[src/rtl/mem_port_arbiter.sv]
// -----------------------------------------------------------------------------
// mem_port_arbiter
//
// Shares the single line-fill memory port between the instruction cache
// (line reads only) and the data cache (line reads and write-backs). One
// requester owns the port at a time. The grant is held until memory returns
// its one-cycle ready pulse. A single DONE bubble follows each transfer so the
// finished requester can drop its request before the next arbitration.
//
// Optional feature:
//   MEM_ARB_RR_EN  defined   -> round-robin on simultaneous requests
//                              (last_gnt_q resets to IC, so the first tie
//                              goes to DC).
//                  undefined -> fixed priority, DC wins a tie.
//
// Ports:
//   clk, rst_n                 clock, asynchronous active-low reset
//   ic_req_i / ic_addr_i       ICache line-read request (held until ready)
//   ic_ready_o / ic_data_o     ICache completion pulse and line data
//   dc_req_i / dc_we_i         DCache request, 1 = write-back, 0 = line read
//   dc_addr_i / dc_wdata_i     DCache address and write-back line
//   dc_ready_o / dc_data_o     DCache completion pulse and read data
//   mem_req_o / mem_we_o       memory request (held until mem_ready_i), write
//   mem_addr_o / mem_wdata_o   line-aligned address, write data
//   mem_ready_i / mem_rdata_i  memory completion pulse and read line
//   gnt_o                      current owner: 01 = IC, 10 = DC, 00 = none
//   err_o                      sticky timeout flag (wait reached MAX_WAIT)
// -----------------------------------------------------------------------------
module mem_port_arbiter #(
  parameter int ADDR_W   = 32,
  parameter int LINE_W   = 128,
  parameter int MAX_WAIT = 1023
) (
  input  logic              clk,
  input  logic              rst_n,

  input  logic              ic_req_i,
  input  logic [ADDR_W-1:0] ic_addr_i,
  output logic              ic_ready_o,
  output logic [LINE_W-1:0] ic_data_o,

  input  logic              dc_req_i,
  input  logic              dc_we_i,
  input  logic [ADDR_W-1:0] dc_addr_i,
  input  logic [LINE_W-1:0] dc_wdata_i,
  output logic              dc_ready_o,
  output logic [LINE_W-1:0] dc_data_o,

  output logic              mem_req_o,
  output logic              mem_we_o,
  output logic [ADDR_W-1:0] mem_addr_o,
  output logic [LINE_W-1:0] mem_wdata_o,
  input  logic              mem_ready_i,
  input  logic [LINE_W-1:0] mem_rdata_i,

  output logic [1:0]        gnt_o,
  output logic              err_o
);

  localparam int CNT_W = $clog2(MAX_WAIT + 1);

  typedef enum logic [1:0] {
    IDLE   = 2'd0,
    GNT_IC = 2'd1,
    GNT_DC = 2'd2,
    DONE   = 2'd3
  } state_t;

  state_t              state_q;
  logic [CNT_W-1:0]    wait_cnt_q;
  logic [CNT_W-1:0]    wait_cnt_d;
  logic                err_q;
  logic                err_d;
  logic [1:0]          gnt_q;
  logic                mem_req_q;
  logic                mem_we_q;
  logic [ADDR_W-1:0]   mem_addr_q;
  logic [LINE_W-1:0]   mem_wdata_q;
  logic                pick_dc_d;

  // The low four address bits are replaced by zero (line alignment) and are
  // therefore never looked at.
  logic unused_addr_lsbs;
  assign unused_addr_lsbs = ^{ic_addr_i[3:0], dc_addr_i[3:0]};

`ifdef MEM_ARB_RR_EN
  // 1 = DC held the most recent grant, 0 = IC.
  logic last_gnt_q;

  always_comb begin
    pick_dc_d = dc_req_i;
    if (dc_req_i && ic_req_i) begin
      pick_dc_d = ~last_gnt_q;
    end
  end
`else
  always_comb begin
    pick_dc_d = dc_req_i;
  end
`endif

  // Saturating wait counter; err is raised on the edge the count reaches
  // MAX_WAIT and never cleared except by reset.
  always_comb begin
    wait_cnt_d = wait_cnt_q;
    if (wait_cnt_q != CNT_W'(MAX_WAIT)) begin
      wait_cnt_d = wait_cnt_q + CNT_W'(1);
    end
    err_d = err_q | (wait_cnt_d == CNT_W'(MAX_WAIT));
  end

  always_ff @(posedge clk or negedge rst_n) begin
    if (!rst_n) begin
      state_q     <= IDLE;
      wait_cnt_q  <= '0;
      err_q       <= 1'b0;
      gnt_q       <= 2'b00;
      mem_req_q   <= 1'b0;
      mem_we_q    <= 1'b0;
      mem_addr_q  <= '0;
      mem_wdata_q <= '0;
`ifdef MEM_ARB_RR_EN
      last_gnt_q  <= 1'b0;
`endif
    end else begin
      case (state_q)
        IDLE: begin
          if (ic_req_i || dc_req_i) begin
            mem_req_q  <= 1'b1;
            wait_cnt_q <= '0;
`ifdef MEM_ARB_RR_EN
            last_gnt_q <= pick_dc_d;
`endif
            if (pick_dc_d) begin
              state_q     <= GNT_DC;
              gnt_q       <= 2'b10;
              mem_addr_q  <= {dc_addr_i[ADDR_W-1:4], 4'b0000};
              mem_we_q    <= dc_we_i;
              mem_wdata_q <= dc_we_i ? dc_wdata_i : '0;
            end else begin
              state_q     <= GNT_IC;
              gnt_q       <= 2'b01;
              mem_addr_q  <= {ic_addr_i[ADDR_W-1:4], 4'b0000};
              mem_we_q    <= 1'b0;
              mem_wdata_q <= '0;
            end
          end
        end

        // Request fields stay frozen while granted; the requester's inputs
        // are not looked at again until the next IDLE.
        GNT_IC, GNT_DC: begin
          if (mem_ready_i) begin
            state_q    <= DONE;
            mem_req_q  <= 1'b0;
            gnt_q      <= 2'b00;
            wait_cnt_q <= '0;
          end else begin
            wait_cnt_q <= wait_cnt_d;
            err_q      <= err_d;
          end
        end

        DONE: begin
          state_q <= IDLE;
        end

        default: begin
          state_q <= IDLE;
        end
      endcase
    end
  end

  // Completion is routed combinationally from mem_ready_i to the owner only,
  // so a pulse arriving in IDLE or DONE never reaches either cache.
  assign ic_ready_o = (state_q == GNT_IC) && mem_ready_i;
  assign dc_ready_o = (state_q == GNT_DC) && mem_ready_i;
  assign ic_data_o  = ic_ready_o ? mem_rdata_i : '0;
  assign dc_data_o  = (dc_ready_o && !mem_we_q) ? mem_rdata_i : '0;

  assign mem_req_o   = mem_req_q;
  assign mem_we_o    = mem_we_q;
  assign mem_addr_o  = mem_addr_q;
  assign mem_wdata_o = mem_wdata_q;
  assign gnt_o       = gnt_q;
  assign err_o       = err_q;

endmodule

[config.mk]
export PLATFORM = sky130hd
export DESIGN_NAME = mem_port_arbiter
export DESIGN_NICKNAME = d
export VERILOG_FILES = /design/src/rtl/mem_port_arbiter.sv
export SDC_FILE = /design/constraint.sdc
export NUM_CORES = 1
export LEC_CHECK = 0
export BUFFER_PORTS_ARGS = -buffer_cell sky130_fd_sc_hd__clkbuf_2
export CAP_MARGIN = 10
export CORE_AREA = 3 3 289 291
export DETAILED_ROUTE_END_ITERATION = 10
export DIE_AREA = 0 0 292 294
export PLACE_DENSITY = 0.33
export RECOVER_POWER = 100
export SLEW_MARGIN = 20
export SYNTH_ARGS = -nofsm -noshare
export SYNTH_HDL_FRONTEND = slang
export SYNTH_SLANG_ARGS = --single-unit
[constraint.sdc]
create_clock -name clk -period 1.95 [get_ports clk]
set_input_delay 0.4875 -clock clk [delete_from_list [all_inputs] [get_ports clk]]
set_output_delay 0.4875 -clock clk [all_outputs]
set_load 0.05 [all_outputs]
==> results.yml <==
run_status:
  outcome: "finished, violations left"
  violations: "negative setup slack"
synth:
  yosysWarnings: 0
  synth-async-reset-ratio: 1.000
  synthesis.area_um2: 8685
  synth_area_leaders: "dfrtp_1 50%, a22o_1 13%, and2_1 9.5%"
  ys_seq_area_frac: 0.4985
  synth_top_area_share: 0.4985
  syn_avg_cell_area_um2: 10.19
  synth_area_leader_cell: "dfrtp_1"
  yosysMostFrequentCell: "dfrtp_1"
  synth.top_cells.by_count: "173 x dfrtp_1, 132 x and2_1, 130 x and3_1"
  ys_ff_latch: 173
  synth_top_flop_cell: "dfrtp_1"
  syn_inst: 852
  synth_cell_types: 40
  synth-edff-count: 0
routing:
  route.detailed.drc: 0
  via_per_inst: 3.740
  drt_wl_total_mm: 69.97
  dr.pass1.iters: 4
  drt-initial-drc-count: 443
  ant_nets: 0
  route.detailed.wl_per_inst_um: 25.75
  dr_total_vias: 10160
sta:
  max-slew-margin-rel: 0.1011
  fin_crit_ns: 2.565
  fin_ws_ns: -0.6151
  setup_viol: 376
  finalHoldViolCount: 0
  setup-tns-final_ns: -148.58
  final_max_slew_viol_count: 0
  tightest_slew_ns: 1.348
  fin_worst_skew_ns: 0.01280
  fmax_mhz: 389.8
  grt_setup_unrepaired: "true"
  fin_crit_sh: 1.315
placement:
  port_buffers: 736
  post-dp-hpwl_mm: 55.85
  pre_cts_ws_ns: -0.3273
  place_area_um2: 17640
  gp_congestion: 0.8356
worst_setup_path:
  r2r_slack_ns: -0.19
  path_max_fanout: 8
  crit_required_ns: 1.46
  cp_num_buf_inv: 4
  r2r_cells: 8
  cp-end-kind: "output port"
  r2r_end: "mem_wdata_o[84]"
  crit_arrival_ns: 2.08
  path_cells: "inv_2, ha_4, and2_4, nor2b_4, buf_12, clkbuf_16, and2_4, buf_12"
  crit_family: "buffers and inverters"
  r2r_start: "state_q[0]"
  crit_type: "reg -> out"
  start_kind: "flop"
  max_stage_delay_ns: 0.40
  critPathSlowestCell: "dfrtp_1"
floorplan:
  io_pins: 749
  rows: 104
  initial_core_util: 0.1075
  fp.dieW_um: 292
  dieArea_um2: 85850
  die_h_um: 294
  core-area_um2: 80810
grt:
  first_global_vias: 10350
  grt_antenna_before_repair: 62
  grtUsageTotal: 0.1527
  grt_max_degree: 79
  grt_pass1_wl_mm: 89.63
  grt-ovfl-total: 0
worst_hold_path:
  hp-class: "in -> reg"
  hp-start: "dc_wdata_i[74]"
  hold_depth: 2
  hold_path_end: "mem_wdata_o[74]"
clocking:
  cts_tree: "yes"
  clock_path_buffers: 2
  root_buffer: "clkbuf_16"
  cts_htree_levels: 4
  clk_latency_ns: 0.48
  clock_sinks: 173
  clk_pin_slew_ns: 0.08
  cts_made_buffers: 17
finish:
  multiInputGateArea_um2: 4945
  fin_nets: 1942
  fill_cells: 8623
  final_cell_area_um2: 20320
  drive_gt1_frac: 0.6892
  regArea_um2: 4329
  area_growth_pct: 133.9
pwr:
  peakVddDrop_mv: 1.034
  power.density_nw_per_um2: 1587
  p_total_w: 0.03225
  total_leakage_power_nw: 9.517
run:
  drv_cap: 0
==> per-stage QoR <==
stage               hold WS [ns]  instances  utilization
floorplan                 0.1919        855            -
global placement          0.4512       2612       0.2183
detailed placement        0.4597       2612       0.2183
CTS                       0.1486       2661       0.2370
global route              0.1681       2699       0.2509
finish                    0.2177       2717       0.2514
==> per-layer routing <==
| metal | wire length [µm] | global-route usage | vias to the layer above | part of all wire |
|---|---|---|---|---|
| met3 | 5289 | 0.04672 | 135 | 0.076 |
| met2 | 38650 | 0.3021 | 559 | 0.55 |
| li1 | - | - | 4602 | - |
| met4 | 3890 | 0.07389 | 2 | 0.056 |
| met1 | 22120 | 0.1408 | 4864 | 0.32 |
| met5 | 13 | 0 | - | 0.00019 |
==> power breakdown <==
part           internal, W  leakage (nW)  switching [W]
Combinational      0.00816          6.93         0.0141
Clock              0.00175         0.299        0.00185
Sequential         0.00527          2.29        0.00108
Total               0.0152          9.52         0.0171
==> registers in the layout, indices dropped and copies added, names as in the netlist <==
signal / count
mem_addr_o: 28
gnt_o: 2
err_o: 1
state_q: 2
wait_cnt_q: 10
mem_we_o: 1
mem_wdata_o: 128
mem_req_o: 1
==> timing repair <==
item / CTS / global route
hold endpoints to repair: 35 / 0
setup buffers: 6 / 8
gates cloned: 11 / 19
hold buffers: 1 / 0
setup endpoints to repair: 259 / 385
gates resized for setup: 133 / 250
pin swaps: 4 / 58
==> cell families after synthesis <==
logic type | Yosys count | synth area share
other | 1 | 0.0004318
flip-flops | 173 | 0.4985
AND/OR/NAND/NOR | 337 | 0.2295
multiplexers | 32 | 0.03688
buffers and inverters | 102 | 0.04971
adder cells (fa/ha/maj) | 4 | 0.005763
AO/OA/AOI/OAI | 203 | 0.1792
==> worst reg2reg max path, stage by stage, from the launching register on <==
cell	delay, ns
dfrtp_1	0.37
inv_2	0.06
buf_4	0.12
buf_4	0.12
ha_2	0.22
o21ai_1	0.16
buf_6	0.45
buf_4	0.39
a22o_1	0.19
==> worst max-delay path by stage <==
stage | from | slack, ns | depth (start not counted) | endpoint
CTS | state_q[0] | -0.71 | 9 | dc_data_o[117]
global placement | mem_ready_i | -0.33 | 6 | dc_data_o[102]
detailed placement | mem_ready_i | -0.33 | 6 | dc_data_o[102]
floorplan | mem_ready_i | -0.21 | 6 | dc_data_o[10]
global route | state_q[0] | -0.73 | 8 | dc_data_o[90]
finish | state_q[0] | -0.62 | 8 | dc_data_o[32]
==> layout make-up <==
class,instances,area share
tap,1060,0.06528
sequential,173,0.2131
timing repair buffer,834,0.4429
clock inverter,15,0.009300
inverter,6,0.001109
clock buffer,17,0.02094
antenna,32,0.003942
multi-input combinational,580,0.2434
==> cell usage in the layout, fill, tap and decap left out, types with 3 or more instances in the layout <==
| cell | synthesis | routed |
|---|---|---|
| nand2_1 | 42 | 42 |
| buf_8 | 0 | 24 |
| a21oi_1 | 12 | 12 |
| nor2_1 | 6 | 5 |
| buf_12 | 0 | 246 |
| a21o_1 | 4 | 4 |
| dfrtp_1 | 173 | 173 |
| o21ai_0 | 43 | 41 |
| inv_8 | 0 | 5 |
| conb_1 | 1 | 4 |
| mux2i_1 | 32 | 32 |
| inv_1 | 6 | 4 |
| a31oi_1 | 4 | 4 |
| o21ai_1 | 1 | 3 |
| buf_4 | 7 | 42 |
| clkbuf_1 | 69 | 14 |
| nand2b_1 | 4 | 4 |
| diode_2 | 0 | 32 |
| and3_4 | 0 | 126 |
| and2_4 | 0 | 128 |
| clkbuf_2 | 0 | 461 |
| clkinv_8 | 0 | 5 |
| nand3_1 | 5 | 4 |
| nand4_1 | 5 | 5 |
| buf_6 | 0 | 5 |
| clkbuf_16 | 0 | 45 |
| buf_16 | 0 | 9 |
| a22o_1 | 129 | 129 |
(Power assumes the default switching activity.)
